## config.mk

```make
export PLATFORM = sky130hd
export DESIGN_NAME = mem_port_arbiter
export DESIGN_NICKNAME = d
export VERILOG_FILES = /design/src/rtl/mem_port_arbiter.sv
export SDC_FILE = /design/constraint.sdc
export NUM_CORES = 1
export LEC_CHECK = 0
export CELL_PAD_IN_SITES_DETAIL_PLACEMENT = 2
export CELL_PAD_IN_SITES_GLOBAL_PLACEMENT = 2
export CORE_MARGIN = 5
export CORE_UTILIZATION = 26
export CTS_CLUSTER_DIAMETER = 80
export DETAILED_ROUTE_END_ITERATION = 10
export PLACE_DENSITY = 0.81
export SLEW_MARGIN = 20
export SYNTH_ARGS = -nofsm -noshare
export SYNTH_HDL_FRONTEND = slang
export SYNTH_SLANG_ARGS = --single-unit
```

## constraint.sdc

```tcl
create_clock -name clk -period 2.1 [get_ports clk]
set_input_delay 0.21 -clock clk [delete_from_list [all_inputs] [get_ports clk]]
set_output_delay 0.21 -clock clk [all_outputs]
set_load 0.01 [all_outputs]
```

## src/rtl/mem_port_arbiter.sv

```systemverilog
// Shared memory port arbiter/sequencer for the IF (fetch) and MEM (load/store) stages.
// Optional ack watchdog is enabled by defining MEM_TIMEOUT_EN.
module mem_port_arbiter #(
   parameter int ADDR_W         = 32,
   parameter int MAX_DATA_BURST = 4,
   parameter int TIMEOUT_CYC    = 64
) (
   input  logic              clk,
   input  logic              rst_n,
   input  logic              if_req,
   input  logic [ADDR_W-1:0] if_addr,
   output logic [31:0]       if_rdata,
   output logic              if_ready,
   input  logic [1:0]        dm_read,
   input  logic [1:0]        dm_write,
   input  logic [ADDR_W-1:0] dm_addr,
   input  logic [31:0]       dm_wdata,
   output logic [31:0]       dm_rdata,
   output logic              dm_ready,
   output logic              mem_req,
   output logic              mem_we,
   output logic [1:0]        mem_size,
   output logic [ADDR_W-1:0] mem_addr,
   output logic [31:0]       mem_wdata,
   input  logic [31:0]       mem_rdata,
   input  logic              mem_ack,
   output logic              pipe_stall,
   output logic              err
);

   typedef enum logic [1:0] {IDLE, IF_BUSY, DM_BUSY} state_t;

   state_t              state_q, state_d;
   logic                mem_req_q, mem_req_d;
   logic                mem_we_q, mem_we_d;
   logic [1:0]          mem_size_q, mem_size_d;
   logic [ADDR_W-1:0]   mem_addr_q, mem_addr_d;
   logic [31:0]         mem_wdata_q, mem_wdata_d;
   logic                if_ready_q, if_ready_d;
   logic                dm_ready_q, dm_ready_d;
   logic [31:0]         if_rdata_q, if_rdata_d;
   logic [31:0]         dm_rdata_q, dm_rdata_d;
   logic                err_q, err_d;
   logic [7:0]          burst_cnt_q, burst_cnt_d;

`ifdef MEM_TIMEOUT_EN
   localparam int WD_W = $clog2(TIMEOUT_CYC + 1);
   logic [WD_W-1:0]     wdog_q, wdog_d;
`endif

   logic       rd_any, wr_any, code_bad, dm_valid, dm_proto_err;
   logic [1:0] dm_code;
   logic       if_pend, dm_pend, burst_full, grant_if, grant_dm;
   logic [7:0] ld_byte;

   assign rd_any       = |dm_read;
   assign wr_any       = |dm_write;
   assign code_bad     = (dm_read == 2'b11) | (dm_write == 2'b11);
   assign dm_proto_err = code_bad | (rd_any & wr_any);
   assign dm_valid     = (rd_any ^ wr_any) & ~code_bad;
   assign dm_code      = rd_any ? dm_read : dm_write;

   // A retiring requester is masked, but a still-present data request keeps
   // blocking the fetch so that a held MEM stream is what burst_cnt limits.
   assign if_pend    = if_req & ~if_ready_q;
   assign dm_pend    = dm_valid & ~dm_ready_q;
   assign burst_full = (burst_cnt_q == 8'(MAX_DATA_BURST));
   assign grant_dm   = dm_pend & ~(burst_full & if_pend);
   assign grant_if   = if_pend & (burst_full | ~dm_valid);

   always_comb begin
      case (mem_addr_q[1:0])
         2'b00:   ld_byte = mem_rdata[31:24];
         2'b01:   ld_byte = mem_rdata[23:16];
         2'b10:   ld_byte = mem_rdata[15:8];
         default: ld_byte = mem_rdata[7:0];
      endcase
   end

   always_comb begin
      state_d     = state_q;
      mem_req_d   = mem_req_q;
      mem_we_d    = mem_we_q;
      mem_size_d  = mem_size_q;
      mem_addr_d  = mem_addr_q;
      mem_wdata_d = mem_wdata_q;
      if_ready_d  = 1'b0;
      dm_ready_d  = 1'b0;
      if_rdata_d  = if_rdata_q;
      dm_rdata_d  = dm_rdata_q;
      err_d       = err_q | dm_proto_err;
      burst_cnt_d = if_req ? burst_cnt_q : 8'd0;
`ifdef MEM_TIMEOUT_EN
      wdog_d      = '0;
`endif
      case (state_q)
         IDLE: begin
            if (grant_dm) begin
               state_d     = DM_BUSY;
               mem_req_d   = 1'b1;
               mem_we_d    = wr_any;
               mem_size_d  = dm_code;
               mem_addr_d  = dm_addr;
               mem_wdata_d = (wr_any && dm_write == 2'b10) ? {4{dm_wdata[7:0]}} : dm_wdata;
               if (if_req) begin
                  burst_cnt_d = burst_cnt_q + 8'd1;
               end
            end else if (grant_if) begin
               state_d     = IF_BUSY;
               mem_req_d   = 1'b1;
               mem_we_d    = 1'b0;
               mem_size_d  = 2'b01;
               mem_addr_d  = if_addr;
               mem_wdata_d = '0;
               burst_cnt_d = 8'd0;
            end
         end
         IF_BUSY, DM_BUSY: begin
`ifdef MEM_TIMEOUT_EN
            wdog_d = wdog_q + WD_W'(1);
`endif
            if (mem_ack) begin
               state_d   = IDLE;
               mem_req_d = 1'b0;
               if (state_q == IF_BUSY) begin
                  if_ready_d = 1'b1;
                  if_rdata_d = mem_rdata;
               end else begin
                  dm_ready_d = 1'b1;
                  if (!mem_we_q) begin
                     dm_rdata_d = (mem_size_q == 2'b10) ? {{24{ld_byte[7]}}, ld_byte} : mem_rdata;
                  end
               end
            end
`ifdef MEM_TIMEOUT_EN
            else if (wdog_q == WD_W'(TIMEOUT_CYC - 1)) begin
               state_d   = IDLE;
               mem_req_d = 1'b0;
               err_d     = 1'b1;
               if (state_q == IF_BUSY) begin
                  if_ready_d = 1'b1;
                  if_rdata_d = 32'hDEADBEEF;
               end else begin
                  dm_ready_d = 1'b1;
                  dm_rdata_d = 32'hDEADBEEF;
               end
            end
`endif
         end
         default: state_d = IDLE;
      endcase
   end

   always_ff @(posedge clk or negedge rst_n) begin
      if (!rst_n) begin
         state_q     <= IDLE;
         mem_req_q   <= 1'b0;
         mem_we_q    <= 1'b0;
         mem_size_q  <= 2'b00;
         mem_addr_q  <= '0;
         mem_wdata_q <= '0;
         if_ready_q  <= 1'b0;
         dm_ready_q  <= 1'b0;
         if_rdata_q  <= '0;
         dm_rdata_q  <= '0;
         err_q       <= 1'b0;
         burst_cnt_q <= 8'd0;
`ifdef MEM_TIMEOUT_EN
         wdog_q      <= '0;
`endif
      end else begin
         state_q     <= state_d;
         mem_req_q   <= mem_req_d;
         mem_we_q    <= mem_we_d;
         mem_size_q  <= mem_size_d;
         mem_addr_q  <= mem_addr_d;
         mem_wdata_q <= mem_wdata_d;
         if_ready_q  <= if_ready_d;
         dm_ready_q  <= dm_ready_d;
         if_rdata_q  <= if_rdata_d;
         dm_rdata_q  <= dm_rdata_d;
         err_q       <= err_d;
         burst_cnt_q <= burst_cnt_d;
`ifdef MEM_TIMEOUT_EN
         wdog_q      <= wdog_d;
`endif
      end
   end

   assign mem_req    = mem_req_q;
   assign mem_we     = mem_we_q;
   assign mem_size   = mem_size_q;
   assign mem_addr   = mem_addr_q;
   assign mem_wdata  = mem_wdata_q;
   assign if_ready   = if_ready_q;
   assign dm_ready   = dm_ready_q;
   assign if_rdata   = if_rdata_q;
   assign dm_rdata   = dm_rdata_q;
   assign err        = err_q;
   assign pipe_stall = (if_req & ~if_ready_q) | (dm_valid & ~dm_ready_q);

endmodule

```

==> out/summary.log <==
[outcome] outcome completed
[synthesis] Synth Flop Type dfrtp_1
[layout] register area 0.00363 sq mm
[global_route] GRT Overall Usage 19.9%
[synthesis] xor/xnor share of the synthesized area 0%
[pwr] Reg power frac 31.0%
[die] core area 0.0258 sq mm
[detailed_routing] mean number of vias per cell 5.16
[clock_tree] clock buffer count from CTS 17
[die] io pins 272
[layout] area growth from synthesis to final layout 61.6%
[job] Max Cap Viol 0
[clock_tree] Max clock buf depth 2
[layout] commonest non-fill, non-tap cell in the layout clkdlybuf4s50_1
[setup_path] critical path's largest stage delay 380 ps
[synthesis] count of state elements after synthesis 145
[worst_hold_path] min-delay worst type primary input to asynchronous set/reset pin
[layout] fraction of final layout cells with drive strength greater than 1 15.7%
[setup_path] cell with the largest stage delay on the worst path a211o_4
[global_route] initial antenna violation count 0
[global_route] global-route wire length before repair 45.4 mm
[sta] worst slew pin tran 551 ps
[synthesis] EDFF count, synth 0
[setup_path] CP Class register to register
[clock_tree] CTS H-Tree Depth 4
[clock_tree] clock edge transition at the registers on the reported setup and hold paths 70 ps
[setup_path] R2R Setup Slk 30 ps
[detailed_routing] number of design rule violations left after detail routing 0
[clock_tree] clock latency of the later-clocked register in the worst-skew pair 420 ps
[setup_path] reg2reg start burst_cnt_q[1]$_DFF_PN0_
[synthesis] net count after synthesis 786
[synthesis] Mean Syn Cell Area 10.5 sq um
[detailed_routing] remaining antenna violation count 0
[synthesis] post-synthesis share of cell area spent on and, or, nand and nor gates 9.39%
[pwr] combinational share of power 48.2%
[pwr] switching fraction of total power 35.3%
[synthesis] Compound-Gate Fraction of Synth Area 24.3%
[synthesis] part of the Yosys area used for sequential elements 53.5%
[pwr] Internal Power 10.2 mW
[synthesis] library cells used by synthesis 54
[layout] filler instances 2710
[die] Die Outline Area 0.0294 sq mm
[die] Row Count 59
[detailed_routing] drt initial violations 275
[detailed_routing] routed vias 6596
[die] die width 172 microns
[sta] worst hold slack 234 ps
[place] count of input and output buffers 271
[global_route] total gr overflow 0
[setup_path] Worst Reg-to-Reg Cells 8
[detailed_routing] total wirelength of the detailed-routed design 29.7 mm
[clock_tree] cell chosen for the clock root clkbuf_16
[synthesis] Post-Synthesis Cell Area 0.00678 sq mm
[place] HPWL after detailed placement 21.8 mm
[place] final weighted congestion in routability-driven placement 0.827
[pwr] proportion of power drawn by the clock network 20.8%
[sta] post-route minimum period 2070 ps
[sta] Fin. Hold Viols 0
[place] Placed Instance Area 0.0103 sq mm
[synthesis] Synth Instances 645
[detailed_routing] wire per inst 23.2 microns
[pwr] leakage 4.37 nW
[setup_path] WP data required 2400 ps
[sta] clock skew 12.4 ps
[synthesis] post-synthesis async set-or-reset flop share 100%
[pwr] maximum VDD drop 0.520 mV
[synthesis] fraction of the mapped netlist area in adder cells 0.923%
[setup_path] crit path cell chain inv_1 -> ha_2 -> nor4b_2 -> buf_4 -> a211o_4 -> a21o_4 -> buf_12 -> o32ai_1
[layout] combined area of the multi-input logic cells 0.00291 sq mm
[detailed_routing] Detailed Routing Iterations Pass 1 4
[synthesis] total number of yosys warnings 0
[setup_path] critical path endpoint category register
[layout] top library cells by usage in the layout, fill and taps aside clkdlybuf4s50_1, dfrtp_1, o21ai_0, a21oi_1, nand2_1
[clock_tree] number of sinks on the clock net 145
[layout] # nets final 1074
[global_route] number of global-route vias before repair 7435
[die] starting density of the core 26.2%
[global_route] largest net degree at the start of global routing 65
[sta] final max-slew violation count 0
[clock_tree] TritonCTS clock tree built
[synthesis] dominant combinational cell family by area after synthesis compound AO/OA/AOI/OAI gates
[sta] final setup TNS 0 ps
[synthesis] share of synthesized area spent on multiplexers 7.10%
[layout] antenna cells 0
[pwr] power per unit of standard cell area 1440 mW/mm^2
[sta] Max-Slew Margin vs Limit 63.2%
[sta] max frequency 482 MHz
[pwr] switching power summed over all nets 5.57 mW
[layout] final design area excluding fillers 0.0110 sq mm
[setup_path] arrival time of data at the critical path endpoint 2370 ps
[die] die height 172 microns
[sta] ratio of final minimum period to clock period 98.8%
[setup_path] largest fanout on the critical path 21
[setup_path] destination of the worst register-to-register timing path burst_cnt_q[1]$_DFF_PN0_
[setup_path] crit start category register
[sta] Setup violations, final 0
==> registers in the layout, indices dropped and copies added (netlist names) <==
| register | cells |
|---|---|
| mem_size | 2 |
| burst_cnt_q | 8 |
| if_ready | 1 |
| mem_we | 1 |
| state_q | 2 |
| mem_addr | 32 |
| err | 1 |
| mem_wdata | 32 |
| dm_rdata | 32 |
| mem_req | 1 |
| if_rdata | 32 |
| dm_ready | 1 |
==> worst max-delay path by stage <==
stage / start / to / slack, ps / depth (start not counted)
floorplan: dm_write[1] / mem_wdata[0]$_DFFE_PN0P_ / 230 / 7
global placement: dm_write[1] / pipe_stall / -420 / 7
detailed placement: dm_write[1] / burst_cnt_q[6]$_DFF_PN0_ / -480 / 8
CTS: burst_cnt_q[0]$_DFF_PN0_ / burst_cnt_q[6]$_DFF_PN0_ / 10 / 8
global route: burst_cnt_q[0]$_DFF_PN0_ / burst_cnt_q[1]$_DFF_PN0_ / -30 / 8
finish: burst_cnt_q[1]$_DFF_PN0_ / burst_cnt_q[1]$_DFF_PN0_ / 30 / 8
==> synthesized netlist by cell type (2+ instances only) <==
| cell type | count | area (sq um) |
|---|---|---|
| nor4_1 | 2 | 12.5 |
| a211oi_1 | 36 | 270 |
| nand2b_1 | 6 | 37.5 |
| mux2_2 | 39 | 439 |
| nor3_1 | 4 | 20.0 |
| a22o_1 | 10 | 87.6 |
| buf_6 | 3 | 33.8 |
| o21ai_0 | 65 | 325 |
| inv_1 | 11 | 41.3 |
| nor2b_1 | 3 | 18.8 |
| nand4_1 | 5 | 31.3 |
| buf_1 | 4 | 15.0 |
| o21ai_1 | 4 | 20.0 |
| clkbuf_1 | 28 | 105 |
| a21oi_1 | 53 | 265 |
| o211ai_1 | 2 | 15.0 |
| nor2_1 | 5 | 18.8 |
| buf_4 | 2 | 15.0 |
| ha_1 | 5 | 62.6 |
| o22ai_1 | 8 | 50.1 |
| dfrtp_1 | 145 | 3630 |
| or2_2 | 2 | 12.5 |
| mux2i_1 | 2 | 20.0 |
| o22a_1 | 7 | 61.3 |
| a31oi_1 | 33 | 206 |
| buf_2 | 23 | 115 |
| and2_1 | 8 | 50.1 |
| nand2_1 | 43 | 161 |
| nand3_1 | 36 | 180 |
| and3_1 | 2 | 12.5 |
| o2bb2ai_1 | 24 | 210 |
| or3_1 | 3 | 18.8 |
==> metal layers <==
layer	GRT usage (%)	vias to the layer above	share of wire, %
met5	0	-	0
met4	5.41	0	2.0
met3	4.48	30	5.8
met2	35.2	199	51
met1	24.3	3368	41
li1	-	2999	-
==> cells by family after synthesis <==
kind of cell | after synthesis
AOI/OAI and AO/OA | 256
muxes | 42
adders and majority gates | 5
buffers and inverters | 71
and+or+nand+nor | 126
DFF | 145
==> final cells by class <==
class / instances / share of cell area (%)
Clock inverter: 12 / 1.69
Timing Repair Buffer: 329 / 30.4
Inverter: 11 / 0.377
Sequential cell: 145 / 33.1
Clock buffer: 18 / 4.01
Multi-Input combinational cell: 429 / 26.6
Tap cell: 335 / 3.83
==> repair_timing <==
action | CTS | global route
pin swaps | 0 | 1
hold buffers | 1 | 0
setup endpoints to repair | 24 | 50
setup buffers | 0 | 2
gates resized for setup | 6 | 7
hold endpoints to repair | 28 | 0
==> through the flow <==
stage	std cells	util, %	power [mW]	setup slack, ps
global route	1279	42.4	16.7	-32.1
global placement	1246	39.7	12.2	-423
CTS	1277	42.2	16.0	11.7
detailed placement	1246	39.7	12.6	-477
finish	1279	42.4	15.8	25.2
floorplan	645	-	8.02	230
==> power by group through the flow <==
stage / Clock (mW) / Sequential [mW] / Combinational, mW
final: 3.28 / 4.88 / 7.61
after global routing: 3.48 / 5.05 / 8.19
after CTS: 3.39 / 4.91 / 7.72
after detailed placement: 0 / 4.94 / 7.64
after global placement: 0 / 4.83 / 7.40
after floorplan: 0 / 5.39 / 2.62
==> critical path: cells and delay by family (launching register included) <==
family / cells / cell delay (ps)
adders and majority gates: 1 / 170
AOI/OAI and AO/OA: 3 / 910
buffers and inverters: 3 / 390
DFF: 1 / 340
and+or+nand+nor: 1 / 160
Power figures use the tool's default switching activity.
